**config.mk**
```make
export PLATFORM = sky130hd
export DESIGN_NAME = concat
export DESIGN_NICKNAME = d
export VERILOG_FILES = /design/src/rtl/concat.sv
export SDC_FILE = /design/constraint.sdc
export NUM_CORES = 1
export LEC_CHECK = 0
export ABC_CLOCK_PERIOD_IN_PS = 1000
export CAP_MARGIN = 20
export CORE_UTILIZATION = 39
export DETAILED_ROUTE_END_ITERATION = 7
export HOLD_SLACK_MARGIN = 0.1
export MAX_ROUTING_LAYER = met4
export PLACE_DENSITY = 0.76
export SLEW_MARGIN = 40
export SYNTH_ARGS = -nofsm -noshare
export SYNTH_HDL_FRONTEND = slang
export SYNTH_SLANG_ARGS = --single-unit
```
**constraint.sdc**
```tcl
create_clock -name clk -period 1 [get_ports clk]
set_input_delay 0.2 -clock clk [delete_from_list [all_inputs] [get_ports clk]]
set_output_delay 0.2 -clock clk [all_outputs]
set_load 0.05 [all_outputs]
```
**src/rtl/concat.sv**
```systemverilog
// UART word-length formatter: zero-extends the active WLS bits of a byte,
// registers it, and reports even parity and whether discarded bits were set.
module concat (
    input  logic       clk,
    input  logic       rst,
    input  logic [1:0] WLS,
    input  logic [7:0] data_in,
    input  logic       in_valid,
    output logic [7:0] data_out,
    output logic       out_valid,
    output logic       parity,
    output logic       trunc
);

    logic [7:0] keep_mask;
    logic [7:0] formatted;
    logic       formatted_parity;
    logic       dropped_any;

    // An unknown WLS falls to the narrowest mask so no stray high bits escape.
    always_comb begin
        keep_mask = 8'b0001_1111;
        case (WLS)
            2'b00:   keep_mask = 8'b0001_1111;
            2'b01:   keep_mask = 8'b0011_1111;
            2'b10:   keep_mask = 8'b0111_1111;
            2'b11:   keep_mask = 8'b1111_1111;
            default: keep_mask = 8'b0001_1111;
        endcase
    end

    assign formatted        = data_in & keep_mask;
    assign formatted_parity = ^formatted;
    assign dropped_any      = |(data_in & ~keep_mask);

    always_ff @(posedge clk or posedge rst) begin
        if (rst) begin
            data_out  <= 8'h00;
            parity    <= 1'b0;
            trunc     <= 1'b0;
            out_valid <= 1'b0;
        end else begin
            out_valid <= in_valid;
            if (in_valid) begin
                data_out <= formatted;
                parity   <= formatted_parity;
                trunc    <= dropped_any;
            end
        end
    end

endmodule

```
==> metrics.txt <==
status=finished with violations; failing checks=negative setup slack; Routed Wire Length=1.24 mm; Net Sw Frac=34.3%; Routed Antenna Nets=0; R2R Path Start=parity; Clk pin slew, worst setup/hold paths=0.08 ns; RSZ-0062 raised after global routing=yes; area grow syn2layout=86.0%; clock share of power=20.1%; dpl ws=-0.799 ns; antenna violations before repair=0; Final Hold Vio Count=0; final setup margin=-0.0749 ns; Max-Cap Viols=0; FF-to-FF path depth=2; Rows=12; worst-path fanout max=2; DP HPWL=888 um; Final period util=107%; Hold Crit Depth=3; Worst Setup Start Kind=primary input; Synth cell types=20; residual DRC count=0; die height=38.8 um; CP max-delay cell=xnor3_1; Post-Syn Nets=54; TritonCTS clock tree=done; H-tree depth=1; Worst path top cell family by delay=XOR/XNOR gates; initial drt markers=3; final setup vio count=12; Worst Hold Class=primary input to register; Final Wtd Congestion=0.639; clock skew=0 ns; share of cells above drive strength 1=55.8%; Slew Viols, Final=0; Mapped Area=528 um^2; GRT Overall Usage=21.3%; Die Wd=38.8 um; FF-to-FF setup slack=0.07 ns; Logic pwr share=43.8%; Post-Layout Cell Count=91; Worst slew margin=71.7%; RR Endpoint=parity; WL/cell=13.6 um; Port-buffer cells=23; latest clock arrival within the worst-skew pair=0.27 ns; dpl cells=82; Synth Instances=41; largest net degree at the start of global routing=12; Max stage delay on crit path=0.31 ns; Inserted Clock Buffers=3; via count=443; Final nets=91; Hold Buf Count CTS=0; # diodes=0; global-route wire length before repair=2.00 mm; Ports=24; Vias/cell=4.87; number of synthesized flops with an enable pin=0; Util after Layout=82.8%; CP cell instances=buf_2 > xnor2_2 > xnor2_2 > xnor3_1 > mux2_4; mean cell area of the mapped netlist=12.9 um^2; Least-Margin Pin Slew=0.424 ns; top_reg_cell synth=dfrtp_1; initial core utilization=44.5%; Detailed Routing Iterations Pass 1=2; CP most frequent cell=xnor2_2; min cycle time layout=1.07 ns; Hold Path Sink=data_out[6]; CP required=1.16 ns; yosys warns=0; clock sinks=11; hold_sp=data_in[6]; setup TNS=-0.588 ns; CTS Buffer Depth=2; fillcell total=70; root buf cell=clkbuf_4; vias in the first global route=494; Leak=0.477 nW; Async SR Flop Fraction=100%; Peak VDD IR=1.19 mV; register area share after synthesis=52.1%; pwr dens=1580 nW/um^2; Setup crit end kind=register; flops & latches, synth=11; Seq pwr share=36.1%; sum of buffers and inverters on the critical path=1; core region area=1190 um^2; Fmax achieved=0.930 GHz; Critical Path AT=1.24 ns; die area=1510 um^2; Switch Pwr=0.533 mW; total grt overflow=0; internal power=1.02 mW; Setup CP Type=primary input to register
## power groups by stage
stage / registers, mW / clock network (mW) / logic, mW
after global placement: 0.569 / 0 / 0.634
after floorplan: 0.730 / 0 / 0.128
after CTS: 0.563 / 0.319 / 0.680
after detailed placement: 0.573 / 0 / 0.642
after global routing: 0.570 / 0.337 / 0.713
final: 0.562 / 0.313 / 0.681
## synth_stat cells (all sizes together) (3+ instances only)
cell	instances	area share [%]
o21ai	4	4.5
inv	5	3.6
mux2	6	14
dfrtp	11	52
xnor2	3	5.0
## cell type report
type | count | area [um^2] | area share (%)
repair buffers | 33 | 399 | 40.6
clock inverters | 1 | 5.00 | 0.510
flip-flops and latches | 11 | 282 | 28.7
well taps | 14 | 17.5 | 1.78
clock buffers | 3 | 22.5 | 2.29
inverters | 5 | 18.8 | 1.91
multi-input cells | 24 | 238 | 24.2
## logic make-up after synthesis
| logic type | after synthesis | synth area share [%] |
|---|---|---|
| xor gates and xnor gates | 5 | 12.3 |
| buffers and inverters | 6 | 5.69 |
| AOI/OAI and AO/OA | 8 | 9.95 |
| DFF | 11 | 52.1 |
| and+or+nand+nor | 4 | 4.50 |
| muxes | 7 | 15.4 |
## routing by layer
metal / up-vias / GRT usage (%) / wire [um]
met1: 208 / 21.6 / 506
met2: 18 / 37.9 / 648
li1: 213 / - / -
met3: 4 / 3.47 / 54
met4: 0 / 12.9 / 25
met5: - / - / 0
## registers in the layout, summed over array words and instances, names as in the netlist
signal     count
data_out       8
parity         1
trunc          1
out_valid      1
## layout by cell type, fill, tap and decap left out, drive strengths merged, types with 2 or more instances in the layout
| master | instances |
|---|---|
| dfrtp | 11 |
| mux2 | 6 |
| dlygate4sd2 | 2 |
| inv | 5 |
| clkbuf | 3 |
| xnor2 | 3 |
| buf | 29 |
| o21ai | 4 |
## stage by stage
stage	cell area [um^2]	hold slack, ns	power [mW]
global placement	918	0.518	1.20
CTS	967	0.178	1.56
floorplan	534	0.0521	0.858
global route	982	0.200	1.62
detailed placement	918	0.521	1.22
finish	982	0.177	1.56
## how the worst max path moves through the flow
stage	startpoint	end	slack, ns	depth (start not counted)
final	data_in[2]	parity	-0.07	5
after global routing	data_in[2]	parity	-0.1	5
after CTS	data_out[2]	data_out[2]	-0.07	1
after detailed placement	WLS[0]	parity	-0.80	5
after global placement	WLS[0]	parity	-0.78	5
after floorplan	WLS[0]	parity	-0.22	4
## tightest hold or removal path, delay by kind of cell
family	cells	cell delay [ns]
buffers and inverters	1	0.08
and+or+nand+nor	1	0.07
AOI/OAI and AO/OA	1	0.07
## timing repair
action / CTS / global route
buffers inserted: 3 / 1
pin swaps: 7 / 1
setup endpoints to repair: 16 / 15
gates resized for setup: 42 / 1
gates cloned: 0 / 1
No activity file was read; power rests on OpenSTA's default activity.
